File: src/rtl/sdram_pkg.sv
// Shared command codes, FSM state encodings and burst defaults for the SDRAM port arbiter.
package sdram_pkg;

    localparam logic [1:0] CMD_NOP   = 2'b00;
    localparam logic [1:0] CMD_WR256 = 2'b01;
    localparam logic [1:0] CMD_RD32  = 2'b10;
    localparam logic [1:0] CMD_RD256 = 2'b11;

    localparam logic [1:0] ST_IDLE  = 2'd0;
    localparam logic [1:0] ST_ISSUE = 2'd1;
    localparam logic [1:0] ST_VDATA = 2'd2;
    localparam logic [1:0] ST_CDATA = 2'd3;

    localparam int          VID_WORDS_DEF   = 3072;
    localparam logic [14:0] VID_BASE_DEF    = 15'h6FF8;
    localparam int          VID_BURST_DEF   = 16;
    localparam int          CACHE_BURST_DEF = 128;

    // Framebuffer rows are laid out bottom-up in 4-burst groups, hence the inverted upper bits.
    function automatic logic [17:0] vid_sdram_addr(input logic [14:0] base,
                                                    input logic [11:0] vidadr);
        logic [14:0] w_unit;
        w_unit = base + {3'b000, ~vidadr[11:2], vidadr[1:0]};
        return {w_unit, 3'b000};
    endfunction

endpackage

File: src/rtl/vid_word_packer.sv
// Pairs consecutive 16-bit SDRAM read words into 32-bit video FIFO writes {second, first}.
module vid_word_packer (
    input  logic        clk,
    input  logic        rst,
    input  logic        i_start,
    input  logic        i_valid,
    input  logic [15:0] i_data,
    output logic [31:0] o_vid_data,
    output logic        o_vid_we
);

    logic        r_phase;
    logic [15:0] r_low;
    logic [31:0] r_vid_data;
    logic        r_vid_we;

    always_ff @(posedge clk) begin
        if (!rst) begin
            r_phase    <= 1'b0;
            r_low      <= '0;
            r_vid_data <= '0;
            r_vid_we   <= 1'b0;
        end else begin
            r_vid_we <= 1'b0;
            if (i_start) begin
                r_phase <= 1'b0;
            end else if (i_valid) begin
                if (!r_phase) begin
                    r_low   <= i_data;
                    r_phase <= 1'b1;
                end else begin
                    r_vid_data <= {i_data, r_low};
                    r_vid_we   <= 1'b1;
                    r_phase    <= 1'b0;
                end
            end
        end
    end

    assign o_vid_data = r_vid_data;
    assign o_vid_we   = r_vid_we;

endmodule

File: src/rtl/sdram_port_arbiter.sv
// Fixed-priority scheduler sharing the SDRAM controller between video prefetch and cache line traffic.
module sdram_port_arbiter
    import sdram_pkg::*;
#(
    parameter int          VID_WORDS   = VID_WORDS_DEF,
    parameter logic [14:0] VID_BASE    = VID_BASE_DEF,
    parameter int          VID_BURST   = VID_BURST_DEF,
    parameter int          CACHE_BURST = CACHE_BURST_DEF
) (
    input  logic        clk,
    input  logic        rst,
    input  logic        vid_low,
    input  logic        vid_restart,
    input  logic        cache_wr_req,
    input  logic        cache_rd_req,
    input  logic [11:0] cache_wr_line,
    input  logic [11:0] cache_rd_line,
    output logic [1:0]  sys_cmd,
    output logic [17:0] sys_addr,
    input  logic [1:0]  sys_cmd_ack,
    input  logic        sys_rd_data_valid,
    input  logic        sys_wr_data_valid,
    input  logic [15:0] sys_dout,
    output logic [31:0] vid_data,
    output logic        vid_we,
    output logic        cache_fill_we,
    output logic        cache_drain_re,
    output logic        busy
);

    localparam int CNT_W = $clog2((CACHE_BURST > VID_BURST) ? CACHE_BURST : VID_BURST);

    logic [1:0]       r_state;
    logic [1:0]       r_sys_cmd;
    logic [17:0]      r_sys_addr;
    logic [11:0]      r_vidadr;
    logic [CNT_W-1:0] r_count;
    logic             r_ack_prev;
    logic             r_restart_pending;

    logic             w_ack_rise;
    logic             w_vid_start;
    logic             w_vid_valid;
    logic             w_cache_valid;
    logic             w_vid_last;
    logic             w_cache_last;
    logic             w_restart_clear;
    logic [11:0]      w_vidadr_eff;

    // A held acknowledge must not retrigger, so only the 00 -> non-zero edge counts.
    assign w_ack_rise      = (sys_cmd_ack != 2'b00) && !r_ack_prev;
    assign w_vid_start     = (r_state == ST_ISSUE) && w_ack_rise && (r_sys_cmd == CMD_RD32);
    assign w_vid_valid     = (r_state == ST_VDATA) && sys_rd_data_valid;
    assign w_cache_valid   = (r_state == ST_CDATA) && (sys_rd_data_valid || sys_wr_data_valid);
    assign w_vid_last      = w_vid_valid && (r_count == CNT_W'(VID_BURST - 1));
    assign w_cache_last    = w_cache_valid && (r_count == CNT_W'(CACHE_BURST - 1));
    assign w_restart_clear = (r_state == ST_IDLE) || w_vid_last;
    assign w_vidadr_eff    = r_restart_pending ? 12'd0 : r_vidadr;

    always_ff @(posedge clk) begin
        if (!rst) begin
            r_state           <= ST_IDLE;
            r_sys_cmd         <= CMD_NOP;
            r_sys_addr        <= '0;
            r_vidadr          <= '0;
            r_count           <= '0;
            r_ack_prev        <= 1'b0;
            r_restart_pending <= 1'b0;
        end else begin
            r_ack_prev <= (sys_cmd_ack != 2'b00);

            if (vid_restart)
                r_restart_pending <= 1'b1;
            else if (w_restart_clear)
                r_restart_pending <= 1'b0;

            case (r_state)
                ST_IDLE: begin
                    if (r_restart_pending)
                        r_vidadr <= '0;
                    if (vid_low) begin
                        r_sys_cmd  <= CMD_RD32;
                        r_sys_addr <= vid_sdram_addr(VID_BASE, w_vidadr_eff);
                        r_state    <= ST_ISSUE;
                    end else if (cache_wr_req) begin
                        r_sys_cmd  <= CMD_WR256;
                        r_sys_addr <= {cache_wr_line, 6'b000000};
                        r_state    <= ST_ISSUE;
                    end else if (cache_rd_req) begin
                        r_sys_cmd  <= CMD_RD256;
                        r_sys_addr <= {cache_rd_line, 6'b000000};
                        r_state    <= ST_ISSUE;
                    end
                end
                ST_ISSUE: begin
                    if (w_ack_rise) begin
                        r_sys_cmd <= CMD_NOP;
                        r_count   <= '0;
                        r_state   <= (r_sys_cmd == CMD_RD32) ? ST_VDATA : ST_CDATA;
                    end
                end
                ST_VDATA: begin
                    if (w_vid_last) begin
                        r_count <= '0;
                        r_state <= ST_IDLE;
                        if (r_restart_pending || (r_vidadr == 12'(VID_WORDS - 1)))
                            r_vidadr <= '0;
                        else
                            r_vidadr <= r_vidadr + 12'd1;
                    end else if (w_vid_valid) begin
                        r_count <= r_count + 1'b1;
                    end
                end
                ST_CDATA: begin
                    if (w_cache_last) begin
                        r_count <= '0;
                        r_state <= ST_IDLE;
                    end else if (w_cache_valid) begin
                        r_count <= r_count + 1'b1;
                    end
                end
                default: r_state <= ST_IDLE;
            endcase
        end
    end

    vid_word_packer u_packer (
        .clk       (clk),
        .rst       (rst),
        .i_start   (w_vid_start),
        .i_valid   (w_vid_valid),
        .i_data    (sys_dout),
        .o_vid_data(vid_data),
        .o_vid_we  (vid_we)
    );

    assign sys_cmd        = r_sys_cmd;
    assign sys_addr       = r_sys_addr;
    assign cache_fill_we  = (r_state == ST_CDATA) && sys_rd_data_valid;
    assign cache_drain_re = (r_state == ST_CDATA) && sys_wr_data_valid;
    assign busy           = (r_state != ST_IDLE);

endmodule

File: config.mk
export PLATFORM = sky130hd
export DESIGN_NAME = sdram_port_arbiter
export DESIGN_NICKNAME = d
export VERILOG_FILES = /design/src/rtl/sdram_pkg.sv /design/src/rtl/vid_word_packer.sv /design/src/rtl/sdram_port_arbiter.sv
export SDC_FILE = /design/constraint.sdc
export NUM_CORES = 1
export LEC_CHECK = 0
export CAP_MARGIN = 20
export CORE_ASPECT_RATIO = 0.9
export CORE_UTILIZATION = 35
export CTS_CLUSTER_SIZE = 20
export DETAILED_ROUTE_END_ITERATION = 16
export HOLD_SLACK_MARGIN = 0.02
export PLACE_DENSITY = 0.72
export REMOVE_ABC_BUFFERS = 1
export SYNTH_ARGS = -nofsm -noshare
export SYNTH_HDL_FRONTEND = slang
export SYNTH_SLANG_ARGS = --single-unit
File: constraint.sdc
create_clock -name clk -period 2.2 [get_ports clk]
set_clock_uncertainty 0.15 [all_clocks]
set_input_delay 0.22 -clock clk [delete_from_list [all_inputs] [get_ports clk]]
set_output_delay 0.22 -clock clk [all_outputs]
set_load 0.005 [all_outputs]
==> results.toml <==
[placed_design]
port_buffers = 102
dp.cells = 772
dp_hpwl_um = 8280
gp_congestion = 0.8634
pre_cts_slack_ps = -34.86

[floorplanning]
start_util_pct = 36.54
die_x_um = 114.9
die-height_um = 103.6
core_um2 = 10990
num_io_pins = 106
num_rows = 36
die-area_um2 = 11910

[logic_synthesis]
synthFlopType = "dfxtp_1"
ys_types = 50
async_flop_share_pct = 0
yosys_warnings = 0
synth-edff-count = 0
synth_seq_cells = 90
synth.yosys.seq_area_share_pct = 44.86
syn_area_per_cell_um2 = 7.769
synth_area_um2 = 4016
synthCells = 517

[layout]
regArea_um2 = 1802
diodes = 0
final_cells = 788
area_delta_synth_final_pct = 41.50
multiInputGateArea_um2 = 2028
fillers = 1098
final_util_pct = 51.71
drive_above_1_share_pct = 10.53
nets = 684
layout_common_cells = "nand2_1, clkdlybuf4s50_1, dfxtp_1"
layout_commonest_cell = "nand2_1"

[job]
maxCapViolCount = 0

[worst_setup_path]
startpoint_type = "register"
worstSetupPathType = "register to output port"
crit_arrival_ps = 1670
r2r_start = "r_vidadr[3]"
crit_path_start = "r_state[1]"
setup.worst_path.end_class = "output port"
cp_max_fo = 18
critical_path_required_ps = 1830

[clock_network]
clk_pin_slew_ps = 70
htree_levels = 3
clock_tree.root_cell = "clkbuf_16"
cts_setup_buffers = 0
cts-hold-fix-buffers = 0
cts_inserted_buffers = 9
cts.sinks = 90
clock_path_buffers = 2
insertion_delay_ps = 330
cts_tree = "yes"

[pwr]
comb_power_share_pct = 13.0
leakagePower_uw = 0.002014
p_sw_uw = 974.5
total_power_uw = 3710
swShare_pct = 26.27
seqPwrFrac_pct = 46.0
p_clk_share_pct = 41.0
p_int_uw = 2735
power.density_nw_per_um2 = 652.8
power.ir.vdd_worst_uv = 394.0

[routing]
drt_iter0_drc = 425
routed_via_density = 5.126
routedWlPerCell_um = 14.47
dr_total_vias = 4039
drc = 0
ant_nets = 0
drtPass1Iterations = 4
wirelength_um = 11400

[min_path]
hold_class = "register to register"
min-delay-start = "u_packer.r_low[11]"

[sta]
period_share_pct = 92.53
setup_viol = 0
fmax_mhz = 491.2
layout_setup_ws_ps = 164.3
rsz0062_at_grt = "no"
hold_viol = 0
period_needed_ps = 2036
setup_tns_ps = 0
maxSlewViolCount = 0

[global_route]
grt_pass1_vias = 3894
grt.total_usage_pct = 19.86
grt_max_degree = 38
antenna_found_initial = 0
grt_pass1_wl_um = 18980
overflow = 0

[outcome]
outcome = "complete, no violations"
cell families (layout without fill, tap and decap cells):
group / Yosys count / in the layout / share of synthesized area [%]
XOR/XNOR: 7 / 7 / 1.527
multiplexers: 8 / 8 / 2.025
buffers and inverters: 46 / 163 / 4.984
flip-flops: 90 / 90 / 44.86
adder cells (fa/ha/maj): 3 / 3 / 0.9347
other: 1 / 3 / 0.09337
AO/OA/AOI/OAI: 128 / 128 / 18.97
AND/OR/NAND/NOR: 234 / 234 / 26.60
metrics by stage:
step                      hold WS, ps  cell area (um2)
after floorplan                 186.1             3839
after global placement          286.4             5383
after detailed placement        293.7             5383
after CTS                       299.8             5677
after global routing            316.2             5683
final                           300.1             5683
sequential cells by signal, indices dropped and copies added, names as in the netlist:
register,count
r_restart_pending,1
u_packer.o_vid_data,32
sys_cmd,2
sys_addr,15
r_count,7
r_vidadr,12
u_packer.r_phase,1
r_ack_prev,1
u_packer.o_vid_we,1
u_packer.r_low,16
r_state,2
layout make-up:
cell class,instances,area share (%)
multi-input cells,383,35.69
flip-flops and latches,90,31.70
well taps,152,3.347
inverters,4,0.2642
repair buffers,143,23.82
clock buffers,9,3.963
clock inverters,7,1.211
worst paths after layout:
kind | endpoint | slack [ps] | depth (start not counted)
hold reg to reg | u_packer.o_vid_data[11] | 300 | 2
setup reg to reg | sys_addr[14] | 170 | 7
hold / removal | u_packer.o_vid_data[11] | 300 | 2
setup / recovery | busy | 160 | 4
cell usage after synthesis, types with 3 or more instances:
master,n,area [um2]
nand4_1,3,18.77
and3_1,5,31.28
o21a_1,3,22.52
nor3_1,13,65.06
dfxtp_1,90,1802
o21ai_0,17,85.08
nor4_1,5,31.28
nand2_1,122,457.9
clkbuf_1,33,123.9
buf_1,3,11.26
nor2_1,31,116.4
a31oi_1,7,43.79
a311oi_1,4,35.03
inv_1,4,15.01
xnor2_1,5,43.79
a21oi_1,67,335.3
nand3_1,18,90.09
mux2i_1,7,70.07
o211ai_1,4,30.03
or3_1,3,18.77
or4_1,3,22.52
a211oi_1,10,75.07
a32oi_1,4,35.03
ha_1,3,37.54
buf_4,3,22.52
nor2b_1,12,75.07
nand2b_1,6,37.54
and2_1,3,18.77
routing by layer:
| layer | wire length (um) | GRT usage (%) | part of all wire [%] | vias to the layer above |
|---|---|---|---|---|
| met4 | 162 | 6.030 | 1.4 | 0 |
| met5 | 0 | 0 | 0 | - |
| met3 | 589 | 4.272 | 5.2 | 15 |
| met1 | 5519 | 26.68 | 48 | 1892 |
| li1 | - | - | - | 2012 |
| met2 | 5132 | 31.63 | 45 | 120 |
power groups by stage:
| stage | clock network (uW) | logic [uW] | registers (uW) |
|---|---|---|---|
| floorplan | 0 | 171 | 1750 |
| global placement | 0 | 472 | 1740 |
| detailed placement | 0 | 479 | 1740 |
| CTS | 1560 | 483 | 1710 |
| global route | 1620 | 529 | 1710 |
| finish | 1520 | 483 | 1710 |
timing repair:
item / 4_1_cts / 5_1_grt
resized for setup: 0 / 2
endpoints found under the setup margin: 0 / 3
hold endpoints to repair: 0 / 0
critical path, stage by stage, from the launching register on:
cell,delay [ps]
dfxtp_1,310
buf_4,180
nor2_1,310
inv_1,80
clkdlybuf4s50_1,450
No activity file was read; power rests on OpenSTA's default activity.
